**config.mk**
```make
export PLATFORM = sky130hd
export DESIGN_NAME = wb_timer
export DESIGN_NICKNAME = d
export VERILOG_FILES = /design/src/rtl/wb_timer.sv
export SDC_FILE = /design/constraint.sdc
export NUM_CORES = 1
export LEC_CHECK = 0
export BUFFER_PORTS_ARGS = -buffer_cell sky130_fd_sc_hd__buf_4
export CORE_UTILIZATION = 50
export CTS_CLUSTER_SIZE = 16
export DETAILED_ROUTE_END_ITERATION = 12
export PLACE_DENSITY = 0.77
export SYNTH_ARGS = -nofsm -noshare
export SYNTH_HDL_FRONTEND = slang
export SYNTH_SLANG_ARGS = --single-unit
```
**constraint.sdc**
```tcl
create_clock -name i_clk -period 3.1 [get_ports i_clk]
set_input_delay 0.155 -clock i_clk [delete_from_list [all_inputs] [get_ports i_clk]]
set_output_delay 0.155 -clock i_clk [all_outputs]
set_load 0.01 [all_outputs]
```
**src/rtl/wb_timer.sv**
```systemverilog
// ---------------------------------------------------------------------------
// wb_timer -- Wishbone timer slave (main NIC slot 2)
//
// Prescaled up-counter with compare match, overflow flag, optional
// auto-reload and a level interrupt. Software either polls STATUS or takes
// o_irq for periodic ticks / timeouts.
//
// Optional feature macro: WB_TIMER_PWM_EN
//   defined   : DUTY register at word 4, o_pwm = EN & (COUNT < DUTY), one
//               clock behind COUNT.
//   undefined : word 4 reads 0 and ignores writes, o_pwm is tied low and no
//               DUTY flops exist.
//
// Register map (word address i_wb_adr[2:0]):
//   0 CTRL    [0] EN  [1] IRQ_EN  [2] RELOAD  [15:8] PSC
//   1 COUNT   read/write
//   2 COMPARE read/write
//   3 STATUS  [0] MATCH  [1] OVF  (write 1 to clear)
//   4 DUTY    (PWM build only)
//   5..7      read 0, writes ignored, still acknowledged
//
// Ports:
//   i_clk      core clock
//   i_reset    asynchronous active-high reset
//   i_dev_sel  NIC slave select for this slot
//   i_wb_adr   word address (bus addr[11:2]); only [2:0] decoded
//   i_wb_dat   write data
//   o_wb_dat   read data, valid while o_wb_ack=1, otherwise 0
//   i_wb_we    1 = write
//   i_wb_sel   byte enables for writes
//   i_wb_cyc   bus cycle active
//   o_wb_ack   single-cycle acknowledge
//   o_irq      level interrupt: IRQ_EN & (MATCH | OVF)
//   o_pwm      PWM output
// ---------------------------------------------------------------------------
module wb_timer #(
  parameter int CNT_WIDTH = 32,
  parameter int PSC_WIDTH = 8
) (
  input  logic        i_clk,
  input  logic        i_reset,
  input  logic        i_dev_sel,
  input  logic [9:0]  i_wb_adr,
  input  logic [31:0] i_wb_dat,
  output logic [31:0] o_wb_dat,
  input  logic        i_wb_we,
  input  logic [3:0]  i_wb_sel,
  input  logic        i_wb_cyc,
  output logic        o_wb_ack,
  output logic        o_irq,
  output logic        o_pwm
);

  localparam logic [CNT_WIDTH-1:0] CNT_ONES = {CNT_WIDTH{1'b1}};
  localparam logic [CNT_WIDTH-1:0] CNT_ZERO = {CNT_WIDTH{1'b0}};
  localparam logic [PSC_WIDTH-1:0] PSC_ZERO = {PSC_WIDTH{1'b0}};

  localparam logic [2:0] ADR_CTRL    = 3'd0;
  localparam logic [2:0] ADR_COUNT   = 3'd1;
  localparam logic [2:0] ADR_COMPARE = 3'd2;
  localparam logic [2:0] ADR_STATUS  = 3'd3;
  localparam logic [2:0] ADR_DUTY    = 3'd4;

  // Byte-lane merge of a write into the current 32-bit register image.
  function automatic logic [31:0] merge_lanes(
    input logic [31:0] old_v,
    input logic [31:0] new_v,
    input logic [3:0]  sel
  );
    logic [31:0] res;
    res = old_v;
    for (int i = 0; i < 4; i++) begin
      res[8*i +: 8] = sel[i] ? new_v[8*i +: 8] : old_v[8*i +: 8];
    end
    return res;
  endfunction

  // ---------------------------------------------------------------- state
  logic                 en_q,      en_d;
  logic                 irq_en_q,  irq_en_d;
  logic                 reload_q,  reload_d;
  logic [PSC_WIDTH-1:0] psc_cfg_q, psc_cfg_d;
  logic [PSC_WIDTH-1:0] psc_q,     psc_d;
  logic [CNT_WIDTH-1:0] count_q,   count_d;
  logic [CNT_WIDTH-1:0] compare_q, compare_d;
  logic                 match_q,   match_d;
  logic                 ovf_q,     ovf_d;
  logic                 ack_q,     ack_d;
  logic [31:0]          rdat_q,    rdat_d;
`ifdef WB_TIMER_PWM_EN
  logic [CNT_WIDTH-1:0] duty_q,    duty_d;
  logic                 pwm_q,     pwm_d;
`endif

  // ---------------------------------------------------------------- decode
  logic        acc_s, wr_s, rd_s;
  logic        wr_ctrl_s, wr_count_s, wr_compare_s, wr_status_s;
  logic [31:0] ctrl_img_s, count_img_s, compare_img_s, status_img_s;
  logic [31:0] ctrl_new_s, count_new_s, compare_new_s;
  logic [31:0] rd_mux_s;
  logic        tick_s, match_hit_s, ovf_hit_s;
  logic        clr_match_s, clr_ovf_s;
`ifdef WB_TIMER_PWM_EN
  logic        wr_duty_s;
  logic [31:0] duty_img_s, duty_new_s;
`endif

  // Bus access decode, register images and the read mux.
  always_comb begin
    // An access is only taken while no ack is pending, so acks never
    // appear back to back even with i_wb_cyc held high.
    acc_s        = i_dev_sel & i_wb_cyc & ~ack_q;
    wr_s         = acc_s & i_wb_we;
    rd_s         = acc_s & ~i_wb_we;
    wr_ctrl_s    = wr_s & (i_wb_adr[2:0] == ADR_CTRL);
    wr_count_s   = wr_s & (i_wb_adr[2:0] == ADR_COUNT);
    wr_compare_s = wr_s & (i_wb_adr[2:0] == ADR_COMPARE);
    wr_status_s  = wr_s & (i_wb_adr[2:0] == ADR_STATUS);

    ctrl_img_s                   = 32'h0000_0000;
    ctrl_img_s[0]                = en_q;
    ctrl_img_s[1]                = irq_en_q;
    ctrl_img_s[2]                = reload_q;
    ctrl_img_s[8 +: PSC_WIDTH]   = psc_cfg_q;
    count_img_s                  = 32'h0000_0000;
    count_img_s[CNT_WIDTH-1:0]   = count_q;
    compare_img_s                = 32'h0000_0000;
    compare_img_s[CNT_WIDTH-1:0] = compare_q;
    status_img_s                 = {30'h0000_0000, ovf_q, match_q};

    ctrl_new_s    = merge_lanes(ctrl_img_s, i_wb_dat, i_wb_sel);
    count_new_s   = merge_lanes(count_img_s, i_wb_dat, i_wb_sel);
    compare_new_s = merge_lanes(compare_img_s, i_wb_dat, i_wb_sel);

`ifdef WB_TIMER_PWM_EN
    wr_duty_s                 = wr_s & (i_wb_adr[2:0] == ADR_DUTY);
    duty_img_s                = 32'h0000_0000;
    duty_img_s[CNT_WIDTH-1:0] = duty_q;
    duty_new_s                = merge_lanes(duty_img_s, i_wb_dat, i_wb_sel);
`endif

    case (i_wb_adr[2:0])
      ADR_CTRL:    rd_mux_s = ctrl_img_s;
      ADR_COUNT:   rd_mux_s = count_img_s;
      ADR_COMPARE: rd_mux_s = compare_img_s;
      ADR_STATUS:  rd_mux_s = status_img_s;
`ifdef WB_TIMER_PWM_EN
      ADR_DUTY:    rd_mux_s = duty_img_s;
`else
      ADR_DUTY:    rd_mux_s = 32'h0000_0000;
`endif
      default:     rd_mux_s = 32'h0000_0000;
    endcase
  end

  // Prescaler tick and counter event detection.
  always_comb begin
    tick_s      = en_q & (psc_q == psc_cfg_q);
    match_hit_s = tick_s & (count_q == compare_q);
    // With RELOAD the match wrap goes to 0 without passing through
    // all-ones, so it is not an overflow even when COMPARE is all-ones.
    ovf_hit_s   = tick_s & (count_q == CNT_ONES) & ~(match_hit_s & reload_q);
    clr_match_s = wr_status_s & i_wb_sel[0] & i_wb_dat[0];
    clr_ovf_s   = wr_status_s & i_wb_sel[0] & i_wb_dat[1];
  end

  // Next-state logic for control, prescaler, counter, flags and bus.
  always_comb begin
    en_d      = en_q;
    irq_en_d  = irq_en_q;
    reload_d  = reload_q;
    psc_cfg_d = psc_cfg_q;
    psc_d     = psc_q;
    count_d   = count_q;
    compare_d = compare_q;
    match_d   = match_q;
    ovf_d     = ovf_q;
    ack_d     = acc_s;
    rdat_d    = 32'h0000_0000;

    if (wr_ctrl_s) begin
      en_d      = ctrl_new_s[0];
      irq_en_d  = ctrl_new_s[1];
      reload_d  = ctrl_new_s[2];
      psc_cfg_d = ctrl_new_s[8 +: PSC_WIDTH];
    end else begin
      psc_cfg_d = psc_cfg_q;
    end

    // Prescaler phase restarts whenever the PSC byte is written so a new
    // period always starts cleanly.
    if (!en_q) begin
      psc_d = PSC_ZERO;
    end else if (wr_ctrl_s && i_wb_sel[1]) begin
      psc_d = PSC_ZERO;
    end else if (tick_s) begin
      psc_d = PSC_ZERO;
    end else begin
      psc_d = psc_q + PSC_WIDTH'(1);
    end

    // A software write to COUNT overrides the tick update for that cycle;
    // the flags below still see the tick.
    if (wr_count_s) begin
      count_d = count_new_s[CNT_WIDTH-1:0];
    end else if (match_hit_s && reload_q) begin
      count_d = CNT_ZERO;
    end else if (tick_s) begin
      count_d = count_q + CNT_WIDTH'(1);
    end else begin
      count_d = count_q;
    end

    if (wr_compare_s) begin
      compare_d = compare_new_s[CNT_WIDTH-1:0];
    end else begin
      compare_d = compare_q;
    end

    // Hardware set takes priority over a same-cycle write-1-to-clear.
    match_d = match_hit_s | (match_q & ~clr_match_s);
    ovf_d   = ovf_hit_s   | (ovf_q   & ~clr_ovf_s);

    if (rd_s) begin
      rdat_d = rd_mux_s;
    end else begin
      rdat_d = 32'h0000_0000;
    end
  end

`ifdef WB_TIMER_PWM_EN
  // DUTY register and the registered PWM compare.
  always_comb begin
    duty_d = duty_q;
    if (wr_duty_s) begin
      duty_d = duty_new_s[CNT_WIDTH-1:0];
    end else begin
      duty_d = duty_q;
    end
    pwm_d = en_q & (count_q < duty_q);
  end

  // DUTY/PWM state register.
  always_ff @(posedge i_clk or posedge i_reset) begin
    if (i_reset) begin
      duty_q <= CNT_ZERO;
      pwm_q  <= 1'b0;
    end else begin
      duty_q <= duty_d;
      pwm_q  <= pwm_d;
    end
  end

  assign o_pwm = pwm_q;
`else
  assign o_pwm = 1'b0;
`endif

  // Main state register.
  always_ff @(posedge i_clk or posedge i_reset) begin
    if (i_reset) begin
      en_q      <= 1'b0;
      irq_en_q  <= 1'b0;
      reload_q  <= 1'b0;
      psc_cfg_q <= PSC_ZERO;
      psc_q     <= PSC_ZERO;
      count_q   <= CNT_ZERO;
      compare_q <= CNT_ZERO;
      match_q   <= 1'b0;
      ovf_q     <= 1'b0;
      ack_q     <= 1'b0;
      rdat_q    <= 32'h0000_0000;
    end else begin
      en_q      <= en_d;
      irq_en_q  <= irq_en_d;
      reload_q  <= reload_d;
      psc_cfg_q <= psc_cfg_d;
      psc_q     <= psc_d;
      count_q   <= count_d;
      compare_q <= compare_d;
      match_q   <= match_d;
      ovf_q     <= ovf_d;
      ack_q     <= ack_d;
      rdat_q    <= rdat_d;
    end
  end

  assign o_wb_ack = ack_q;
  assign o_wb_dat = rdat_q;
  assign o_irq    = irq_en_q & (match_q | ovf_q);

  // Address bits above the decoded range and unassigned CTRL bits.
  logic unused_s;
  assign unused_s = ^{i_wb_adr[9:3], ctrl_new_s[31:16], ctrl_new_s[7:3]};

endmodule

```
# ---- Word-level counts from Yosys, hierarchy flattened
# Index checks and enable logic that the tools add are counted.
dict set report word_totals {
  latch_bits 0
  mem_bits_rw 0
  reg_bits 118
  out_inout_bits 35
  romBits 0
  memories 0
}
dict set report op_classes {
  shift 0
  n_mul 0
  bitwise 27
  mux 12
  addsub 2
  magnitude_cmp 0
  reduce_logical 14
  eq_ne 10
  div 0
}
# op n
set ops {}
lappend ops {{two-way mux 32 bit} 4}
lappend ops {{case mux 32 bit (4 select lines)} 1}
lappend ops {{two-way mux 8 bit} 7}
lappend ops {{adder 32 x 1 -> 32 bit (second input constant)} 1}
lappend ops {{== test 32 bit} 1}
lappend ops {{== test 32 bit (second input constant)} 1}
lappend ops {{AND reduction 2 bit} 10}
lappend ops {{AND 1 bit} 19}
lappend ops {{adder 8 x 1 -> 8 bit (second input constant)} 1}
lappend ops {{== test 8 bit} 1}
lappend ops {{!= test 2 bit (second input constant)} 4}
lappend ops {{== test 3 x 2 -> 1 bit (second input constant)} 2}
lappend ops {{inverter 1 bit} 5}
lappend ops {{== test 3 x 1 -> 1 bit (second input constant)} 1}
lappend ops {{logical NOT 3 bit} 1}
lappend ops {{bitwise OR 1 bit} 3}
lappend ops {{nonzero test 3 bit} 1}
lappend ops {{logical AND 1 bit} 2}

# ---- Logic depth before layout (Yosys ltp)
# Gate-level depths: netlist of the first run.
dict set report logic_depth {
  ltp_word 9
  ltp_mapped 9
}

# ---- Worst setup path before layout of the first run
# OpenSTA, ideal clock, no wires.
dict set report synth_path {
  path_kind {reg2reg}
  startpoint {register count_q[0], in the netlist count_img_s[0]}
  endpoint {register count_q[30], in the netlist count_img_s[30]}
  path_slack_ns 1.145
  arrival_ns 1.829
  path_stages_with_launch 9
  n_path_buf 1
  setup_ns 0.126
  path_cell_list {dfrtp_1 ha_1 and4_1 nand3_2 or2_1 buf_2 nor4_2 mux2i_1 o22ai_1}
}
dict set report synth_between {
  elab_chain_cells 5
  word_cells_on_any_way 9
  classes_between {add/sub: 1; eq/ne: 1; mux: 3; bitwise: 1; reduce/logical: 3}
}
# element line_no
set synth_rtl {}
lappend synth_rtl {{start: declaration} 84} ;# logic [CNT_WIDTH-1:0] count_q, count_d;
lappend synth_rtl {{start signal: assignment} 279} ;# count_q <= count_d;
lappend synth_rtl {{branches (longest 5 deep; another with adder 32 x 1 -> 32 bit)} --}
# Several ways; the timed one is not identified. The select of a mux whose other input is x is not followed.
# A chain may end at the register's enable or synchronous reset.

# ---- Worst setup path after layout of the first run
dict set report layout_path {
  startpoint {register ack_q, in the netlist o_wb_ack}
  endpoint {register count_q[0], in the netlist count_img_s[0]}
}
dict set report layout_between {
  elab_chain_cells 6
  word_cells_on_any_way 8
  classes_between {eq/ne: 1; mux: 1; bitwise: 4; reduce/logical: 2}
}
# element line_no
set layout_rtl {}
lappend layout_rtl {{start: declaration} 88} ;# logic ack_q, ack_d;
lappend layout_rtl {{start signal: assignment} 283} ;# ack_q <= ack_d;
lappend layout_rtl {{inverter 1 bit *} 112} ;# acc_s = i_dev_sel & i_wb_cyc & ~ack_q;
lappend layout_rtl {{AND 1 bit *} 112}
lappend layout_rtl {{AND 1 bit *} 113} ;# wr_s = acc_s & i_wb_we;
lappend layout_rtl {{AND 1 bit *} 116} ;# wr_count_s = wr_s & (i_wb_adr[2:0] == ADR_COUNT);
lappend layout_rtl {{!= test 2 bit (no source line) / nonzero test 3 bit (equally long branches)} --}
lappend layout_rtl {{AND reduction 2 bit (no source line)} --}
# Mark *: on every way between the ends. The rest lies on a longest branch, timed or not.

==> results of run 1 <==
critical path, delay by kind of cell (launching register included):
family | cells | cell delay (ps)
compound gates | 3 | 1060
simple gates | 2 | 970
flops | 1 | 390
worst min-delay path by stage:
stage	end	slack, ps	cells after the start
2_1_floorplan	count_img_s[3]	280	2
3_3_place_gp	o_wb_dat[20]	390	3
3_5_place_dp	count_img_s[3]	380	3
4_1_cts	compare_img_s[8]	1	2
5_1_grt	psc_cfg_q[0]	10	2
6_report	o_wb_ack	10	3
layer usage:
metal,routed length [µm],share of wire,vias up
li1,-,-,2438
met1,7180,0.43,2591
met2,8150,0.48,228
met3,1090,0.065,39
met4,440,0.026,0
met5,0,0,-
registers in the layout, indices dropped and copies added, names as in the netlist:
name           flops
o_wb_ack           1
count_img_s       32
irq_en_q           1
match_q            1
reload_q           1
psc_q              8
psc_cfg_q          8
compare_img_s     32
o_wb_dat          32
ovf_q              1
en_q               1
report_power, final:
part	total (mW)	leakage (nW)	switching, mW	internal [mW]
registers	1.82	1.46	0.162	1.66
clock network	2.07	0.312	0.689	1.39
logic	0.999	1.76	0.543	0.456
kinds of logic (layout without fill, tap and decap cells):
kind of cell,count (synthesis),in the layout,share of synthesized area
multiplexers,60,60,0.107
buffers and inverters,60,155,0.0436
AO/OA/AOI/OAI,109,109,0.112
adder cells (fa/ha/maj),2,2,0.00398
XOR/XNOR,46,46,0.0640
flip-flops,118,118,0.469
other,1,1,0.000596
AND/OR/NAND/NOR,243,243,0.199
synthesized netlist by cell type (2+ instances only):
master,number
buf_4,4
a22oi_1,24
mux2i_1,19
o211ai_2,5
nor3_1,10
dfrtp_1,118
buf_6,2
nand2_1,46
inv_1,9
nor2b_1,4
o21ai_1,3
buf_1,5
nor4_1,5
mux2_2,39
xnor2_1,41
nor3_2,2
nand3_1,32
o21ai_0,7
nor4_4,2
nor3b_1,3
mux4_2,2
o221ai_1,3
ha_1,2
a21oi_1,42
or2_2,2
nor2_1,80
o22ai_1,13
nand4_1,21
buf_2,13
or4_1,3
clkbuf_1,25
xor2_1,5
and4_1,3
or3_1,3
and3_1,16
clkbuf_2,2
o211ai_1,5
a31oi_1,2
area by class of cell:
| class | count | area [µm²] |
|---|---|---|
| Sequential cell | 118 | 2950 |
| Clock inverter | 8 | 118 |
| Multi-Input combinational cell | 461 | 3070 |
| Fill cell | 979 | 4320 |
| Timing Repair Buffer | 114 | 946 |
| Tap cell | 168 | 210 |
| Clock buffer | 24 | 512 |
| Inverter | 9 | 37.5 |
==> impl_metrics.py, run 1 <==
metrics = {
    "status": {
        "outcome": "finished clean",
    },
    "floorplan": {
        "die_w_um": 114,
        "rows": 40,
        "io_pins": 86,
        "initial_core_util": 0.517,
        "chipHeight_um": 114,
        "core_area_um2": 12200,
        "dieArea_um2": 13000,
    },
    "synthesis": {
        "synth-edff-count": 0,
        "ys_warn_count": 0,
        "yosys-top-cells-area": "dfrtp_1 (47%), mux2_2 (7.0%), xnor2_1 (5.7%), nor2_1 (4.8%), a21oi_1 (3.3%)",
        "syn_inst": 639,
        "synth_seq_cells": 118,
        "netlist-cell-type-count": 55,
        "syn_area_um2": 6290,
        "synth_top_area_frac": 0.469,
        "synth_seq_area_share": 0.469,
        "syn_avg_cell_area_um2": 9.85,
        "syn-num-nets": 692,
        "synth_area_leader_cell": "dfrtp_1",
        "synthFlopType": "dfrtp_1",
        "async_flop_share": 1.00,
    },
    "worst_setup_path": {
        "cp.arrival_ps": 2840,
        "start_kind": "flop",
        "rr_worst_depth": 5,
        "crit_slowest_cell": "a21oi_1",
        "critPathCaptureType": "flop",
        "path_cells": "and4b_1, nand2_1, a21oi_1, a21oi_1, o31ai_1",
        "r2r-start": "o_wb_ack",
        "critPathKind": "flop to flop",
        "r2r_slack_ps": 570,
        "critical_path.startpoint": "o_wb_ack",
        "max_stage_delay_ps": 770,
        "crit_top_cell": "a21oi_1",
        "critPathCapture": "count_img_s[0]",
        "r2r_end": "count_img_s[0]",
        "path_max_fanout": 13,
        "required_ps": 3410,
    },
    "layout": {
        "syn_to_final_growth_pct": 24.7,
        "final_common_cell": "dfrtp_1",
        "final_util": 0.645,
        "antenna_cells": 0,
        "final_area_um2": 7850,
        "nets": 774,
        "final_cell_mix": "dfrtp_1 (118), buf_4 (82), nor2_1 (80)",
        "final_cells": 902,
        "layout-drive-gt1-share": 0.237,
    },
    "clock_tree": {
        "numCtsBuffers": 17,
        "clkTransAtPathRegs_ps": 60,
        "cts_resized": 0,
        "cts_root_buf": "clkbuf_16",
        "htree_levels": 4,
        "worst_skew_pair.late_latency_ps": 420,
        "cts_tree": "yes",
        "cts_hold_buf": 30,
        "clock_path_buffers": 2,
        "clock_sinks": 118,
        "postCtsSetupBuffers": 0,
    },
    "global_route": {
        "use_met3": 0.0662,
        "first_global_vias": 5325,
        "grt_start_max_net_pins": 119,
        "grt_overflow": 0,
        "antenna_found_initial": 0,
        "grtUsageMet1": 0.366,
        "grtUsageMet2": 0.429,
        "grt_busiest_layer": "met2",
        "grt_pass1_wl_um": 27400,
        "track_usage": 0.275,
    },
    "detailed_routing": {
        "wl_um": 16900,
        "first_pass_iters": 5,
        "via_per_inst": 5.87,
        "wl_per_cell_um": 18.7,
        "drt_iter0_markers": 517,
        "drcViolationCount": 0,
        "ant_nets": 0,
        "vias": 5296,
    },
    "sta": {
        "fin_crit_sh": 0.817,
        "worst_pin_slew_ps": 1190,
        "final.setup.tns_ps": 0,
        "fmax_ghz": 0.395,
        "finClkSkew_ps": 9.86,
        "post-route-min-period_ps": 2530,
        "setup_ws_ps": 567,
        "finalSetupViolCount": 0,
        "hold_slack_ps": 10.0,
        "slew_headroom": 0.208,
        "final_max_slew_viol_count": 0,
        "rsz0062_at_grt": "no",
        "hold_viol": 0,
    },
    "placed_design": {
        "dp_cells": 839,
        "globalplace.congestion": 0.876,
        "hpwl_um": 10900,
        "io_buffers": 77,
        "post_dp_cell_area_um2": 6910,
        "pre_cts_slack_ps": 693,
    },
    "min_path": {
        "min_path_type": "input port to flop",
        "hold_start": "i_dev_sel",
    },
    "power_and_ir_drop": {
        "p_leak_nw": 3.53,
        "ir_worst_vdd_mv": 0.365,
        "finalPower_mw": 4.90,
        "power.density_nw_per_um2": 624,
    },
    "flow_run": {
        "max_cap_violations": 0,
    },
}
Note: power is estimated with default switching activity, not from simulation.
==> run 2: changes to the inputs <==
Settings changed: ABC_AREA set to 1, PLACE_DENSITY 0.77 to 0.76.
Clock period 3.1 ns to 2.2 ns, I/O delays scaled along.
==> run 2 against run 1 <==
Effect of this change: synthesized cell count rose by 56%; core utilization is 0.15 points lower; non-clock buffer count grew 24; register-to-register slack worse by 350 ps; clock power is 40% higher; maximum frequency up 28%; global-route usage increased by 0.84 points; largest cell class unchanged; largest power group unchanged.
==> impl_metrics.py, run 2 <==
metrics = {
    "floorplan": {
        "chipHeight_um": 121,
        "initial_core_util": 0.510,
        "rows": 43,
        "core_area_um2": 13800,
        "die_w_um": 121,
        "dieArea_um2": 14600,
        "io_pins": 86,
    },
    "power_and_ir_drop": {
        "finalPower_mw": 6.69,
        "ir_worst_vdd_mv": 0.484,
        "power.density_nw_per_um2": 752,
        "p_leak_nw": 4.49,
    },
    "layout": {
        "final_common_cell": "nand2_1",
        "seqCellArea_um2": 2950,
        "layout-drive-gt1-share": 0.188,
        "nets": 1177,
        "final_cell_mix": "nand2_1 (394), dfrtp_1 (118), buf_4 (101)",
        "syn_to_final_growth_pct": 26.1,
        "multi_input_area_um2": 3440,
        "final_cells": 1316,
        "fillCellCount": 1152,
        "antenna_cells": 0,
    },
    "global_route": {
        "track_usage": 0.283,
        "grt_start_max_net_pins": 48,
        "grt_pass1_wl_um": 31600,
        "antenna_found_initial": 0,
        "grt_overflow": 0,
        "first_global_vias": 6495,
    },
    "sta": {
        "fin_crit_sh": 0.901,
        "finalSetupViolCount": 0,
        "slew_headroom": 0.521,
        "rsz0062_at_grt": "no",
        "final_max_slew_viol_count": 0,
        "hold_viol": 0,
        "post-route-min-period_ps": 1980,
        "worst_pin_slew_ps": 716,
        "hold_slack_ps": 14.0,
        "final.setup.tns_ps": 0,
        "fmax_ghz": 0.504,
        "finClkSkew_ps": 8.81,
    },
    "worst_setup_path": {
        "r2r_slack_ps": 220,
        "critPathCapture": "count_img_s[26]",
        "rr_worst_depth": 12,
        "critPathCaptureType": "flop",
        "cp.arrival_ps": 2290,
        "critPathKind": "flop to flop",
        "critical_path.startpoint": "count_img_s[0]",
        "required_ps": 2510,
        "r2r_end": "count_img_s[26]",
        "r2r-start": "count_img_s[0]",
        "start_kind": "flop",
        "path_max_fanout": 6,
    },
    "synthesis": {
        "netlist-cell-type-count": 40,
        "ys_warn_count": 0,
        "yosys-top-cells-area": "dfrtp_1 (42%), nand2_1 (21%), inv_1 (4.8%), nor2_1 (4.4%), nand3_2 (4.3%)",
        "synth_seq_area_share": 0.418,
        "synth_seq_cells": 118,
        "synthFlopType": "dfrtp_1",
        "synth_area_leader_cell": "dfrtp_1",
        "yosysMostFrequentCell": "nand2_1",
        "syn-num-nets": 1050,
        "syn_avg_cell_area_um2": 7.08,
        "syn_area_um2": 7060,
        "synth_top_area_frac": 0.418,
        "synth-edff-count": 0,
        "syn_inst": 997,
        "netlist_top_cells_count": "nand2_1 (394), dfrtp_1 (118), inv_1 (90)",
        "async_flop_share": 1.00,
    },
    "detailed_routing": {
        "wl_um": 19100,
        "vias": 6821,
        "ant_nets": 0,
        "drt_iter0_markers": 651,
        "wl_per_cell_um": 14.6,
        "via_per_inst": 5.18,
        "first_pass_iters": 5,
        "drcViolationCount": 0,
    },
    "clock_tree": {
        "numCtsBuffers": 17,
        "clock_path_buffers": 2,
        "worst_skew_pair.late_latency_ps": 430,
        "clkTransAtPathRegs_ps": 50,
        "htree_levels": 4,
        "cts_tree": "yes",
        "clock_sinks": 118,
        "cts_root_buf": "clkbuf_16",
        "cts_resized": 0,
    },
    "placed_design": {
        "io_buffers": 77,
        "dp_cells": 1251,
        "hpwl_um": 13500,
        "globalplace.congestion": 0.941,
    },
    "status": {
        "outcome": "finished clean",
    },
    "flow_run": {
        "max_cap_violations": 0,
    },
    "min_path": {
        "min_path_type": "input port to flop",
        "hold_start": "i_wb_we",
        "hold_path_depth": 4,
    },
}
-- run 2: layout make-up --
class | count | area share
multi-input cells | 716 | 0.387
flip-flops and latches | 118 | 0.332
repair buffers | 138 | 0.130
inverters | 133 | 0.0571
clock buffers | 22 | 0.0522
well taps | 180 | 0.0253
clock inverters | 9 | 0.0169
-- run 2: timing repair --
action,4_1_cts,5_1_grt
hold buffers,34,0
buffers inserted,0,0
hold endpoints to repair,85,0
-- run 2: cell families (layout without fill, tap and decap cells) --
family	Yosys count	after routing	share of synthesized area
other	1	1	0.000531
adder cells (fa/ha/maj)	2	2	0.00355
multiplexers	2	2	0.00319
flip-flops	118	118	0.418
XOR/XNOR	33	33	0.0410
AO/OA/AOI/OAI	92	92	0.0736
AND/OR/NAND/NOR	586	586	0.365
buffers and inverters	163	302	0.0949
-- run 2: worst min-delay path by stage --
stage / slack, ps / end
floorplan: 250 / o_wb_ack
global placement: 270 / o_wb_dat[3]
detailed placement: 270 / o_wb_dat[3]
CTS: 3 / compare_img_s[0]
global route: 20 / o_wb_dat[8]
finish: 10 / o_wb_dat[8]
-- run 2: power breakdown --
| part | internal, mW | switching (mW) | leakage (nW) |
|---|---|---|---|
| Clock | 1.94 | 0.962 | 0.296 |
| Combinational | 0.485 | 0.662 | 2.65 |
| Sequential | 2.37 | 0.277 | 1.54 |
| Total | 4.79 | 1.90 | 4.49 |
-- run 2: through the flow --
| stage | cell area [µm²] | util | worst slack, ps |
|---|---|---|---|
| after floorplan | 7060 | - | 519 |
| after global placement | 7940 | 0.575 | 287 |
| after detailed placement | 7940 | 0.575 | 278 |
| after CTS | 8900 | 0.644 | 238 |
| after global routing | 8900 | 0.644 | 22.9 |
| final | 8900 | 0.644 | 217 |
-- run 2: critical path, cell delays in order, from the launching register on --
cell,delay [ps]
dfrtp_1,470
ha_1,250
nand3_2,140
nor2_4,170
nand2_2,100
nor2_4,140
nand2_1,100
xor2_1,160
clkinv_1,90
nand3_2,70
nand2_1,50
nand2_1,60
nand2_1,60
-- run 2: routing by layer --
layer / vias to the layer above / track usage / wire [µm] / share of wire
met5: - / 0 / 0 / 0
met4: 0 / 0.117 / 406 / 0.021
met3: 30 / 0.0557 / 1300 / 0.068
met2: 253 / 0.452 / 9010 / 0.47
met1: 3193 / 0.377 / 8430 / 0.44
li1: 3345 / - / - / -
==> run 3: changes to the inputs <==
==> constraint.sdc (replaced) <==
create_clock -name i_clk -period 2.2 [get_ports i_clk]
set_input_delay 0.44 -clock i_clk [delete_from_list [all_inputs] [get_ports i_clk]]
set_output_delay 0.44 -clock i_clk [all_outputs]
set_load 0.01 [all_outputs]
==> run 3 against run 2 <==
Effect of this change: largest cell class unchanged; largest power group unchanged; critical endpoint is now ovf_q; maximum frequency is 1.0% lower; worst hold slack better by 110 ps; sequential share of layout area grew 1.4 points; critical path type unchanged; global-route usage fell by 0.74 points; clock skew shrank 2.6 ps; non-clock buffer count is 36 lower; first-iteration DRC count decreased by 18%.
==> impl_metrics.py, run 3 (same netlist as run 2, synthesis figures left out) <==
metrics = {
    "power_and_ir_drop": {
        "p_leak_nw": 4.33,
        "clkPwrFrac": 0.432,
        "internal_power_mw": 4.64,
        "pwr-share-comb": 0.167,
        "ir_worst_vdd_mv": 0.457,
        "finalPower_mw": 6.58,
        "p_switching_mw": 1.94,
        "seqPwrFrac": 0.401,
        "power.density_nw_per_um2": 769,
        "swShare": 0.295,
    },
    "floorplan": {
        "core_area_um2": 13800,
        "die_w_um": 121,
        "dieArea_um2": 14600,
        "chipHeight_um": 121,
        "rows": 43,
        "initial_core_util": 0.510,
        "io_pins": 86,
    },
    "clock_tree": {
        "clkTransAtPathRegs_ps": 60,
        "numCtsBuffers": 17,
        "cts_resized": 0,
        "clock_path_buffers": 2,
        "cts_hold_buf": 0,
        "cts_tree": "yes",
        "htree_levels": 4,
        "postCtsSetupBuffers": 0,
        "clock_sinks": 118,
        "cts_root_buf": "clkbuf_16",
        "worst_skew_pair.late_latency_ps": 430,
    },
    "placed_design": {
        "globalplace.congestion": 0.961,
        "pre_cts_slack_ps": 220,
        "io_buffers": 77,
        "hpwl_um": 13400,
    },
    "min_path": {
        "min_path_type": "input port to async pin",
    },
    "global_route": {
        "antenna_found_initial": 0,
        "track_usage": 0.276,
        "grt_start_max_net_pins": 119,
        "first_global_vias": 6285,
        "grt_overflow": 0,
        "grt_pass1_wl_um": 30600,
    },
    "sta": {
        "final_max_slew_viol_count": 0,
        "fin_crit_sh": 0.911,
        "hold_slack_ps": 126,
        "slew_headroom": 0.512,
        "rsz0062_at_grt": "no",
        "fmax_ghz": 0.499,
        "finClkSkew_ps": 6.19,
        "finalSetupViolCount": 0,
        "worst_pin_slew_ps": 732,
        "setup_ws_ps": 196,
        "final.setup.tns_ps": 0,
        "hold_viol": 0,
        "post-route-min-period_ps": 2000,
    },
    "worst_setup_path": {
        "required_ps": 2510,
        "crit_slowest_cell": "dfrtp_1",
        "path_max_fanout": 33,
        "start_kind": "flop",
        "crit_family": "simple AND/OR/NAND/NOR gates",
        "critPathKind": "flop to flop",
        "cp_num_buf_inv": 2,
        "cp.arrival_ps": 2310,
        "max_stage_delay_ps": 480,
        "critPathCaptureType": "flop",
        "path_cells": "inv_2, nand2_1, nand4_1, nor2_1, nand2_1, nor2_1, nand3_4, buf_12, nand3b_1, o21ai_1",
    },
    "layout": {
        "seqCellArea_um2": 2950,
        "multi_input_area_um2": 3440,
        "layout-drive-gt1-share": 0.196,
        "nets": 1141,
        "final_cell_mix": "nand2_1 (394), dfrtp_1 (118), buf_4 (98)",
        "final_util": 0.618,
        "antenna_cells": 0,
        "final_common_cell": "nand2_1",
        "fillCellCount": 1234,
        "syn_to_final_growth_pct": 21.2,
    },
    "status": {
        "outcome": "finished clean",
    },
    "detailed_routing": {
        "vias": 6703,
        "via_per_inst": 5.23,
        "drcViolationCount": 0,
        "wl_um": 18900,
        "drt_iter0_markers": 537,
        "ant_nets": 0,
        "wl_per_cell_um": 14.8,
        "first_pass_iters": 5,
    },
    "flow_run": {
        "max_cap_violations": 0,
    },
}
[run 3: changes by cell type in the layout (fill, tap and decap cells not counted)]
| cell | change |
|---|---|
| clkbuf_1 | -3 |
| clkinv_4 | +2 |
| bufinv_16 | -1 |
| clkinv_2 | +2 |
| buf_4 | -3 |
| dlygate4sd3_1 | -34 |
| buf_12 | +1 |
| clkinvlp_4 | +1 |
[run 3: area by class of cell]
type / instances / area share
clock buffer: 19 / 0.0530
clock inverter: 13 / 0.0181
inverter: 133 / 0.0594
multi-input combinational: 716 / 0.402
sequential: 118 / 0.345
tap: 180 / 0.0263
timing repair buffer: 102 / 0.0954
[run 3: per-layer routing]
metal  global-route usage  wire length (µm)  vias up
li1                     -                 -     3271
met1                0.369              8550     3139
met2                0.429              8630      249
met3               0.0533              1170       44
met4                0.134               579        0
met5                    0                 0        -
[run 3: tightest hold or removal path: cells and delay by family]
family                 cells  cell delay, ps
buffers and inverters      3             580
[run 3: stage by stage]
stage          cell area, µm²  cells
6_report                 8550   1281
5_1_grt                  8550   1281
4_1_cts                  8550   1281
3_5_place_dp             7940   1249
3_3_place_gp             7940   1249
2_1_floorplan            7060    997
[run 3: path summary, 6_finish.rpt]
check                                start                end  slack [ps]  depth (start not counted)
max                        count_img_s[18]              ovf_q         200                         10
min                                i_reset   compare_img_s[2]         130                          3
max reg2reg                count_img_s[18]              ovf_q         200                         10
min reg2reg                       o_wb_ack           o_wb_ack         470                          1
max in group asynchronous          i_reset  compare_img_s[31]        1450                          3
min in group i_clk            i_wb_dat[23]  compare_img_s[23]         270                          2
[run 3: power by group through the flow]
| stage | Sequential (mW) | Clock (mW) | Combinational, mW |
|---|---|---|---|
| CTS | 2.63 | 2.87 | 1.10 |
| global placement | 2.66 | 0 | 1.05 |
| global route | 2.66 | 2.98 | 1.25 |
| floorplan | 2.57 | 0 | 0.814 |
| detailed placement | 2.66 | 0 | 1.08 |
| finish | 2.64 | 2.84 | 1.10 |
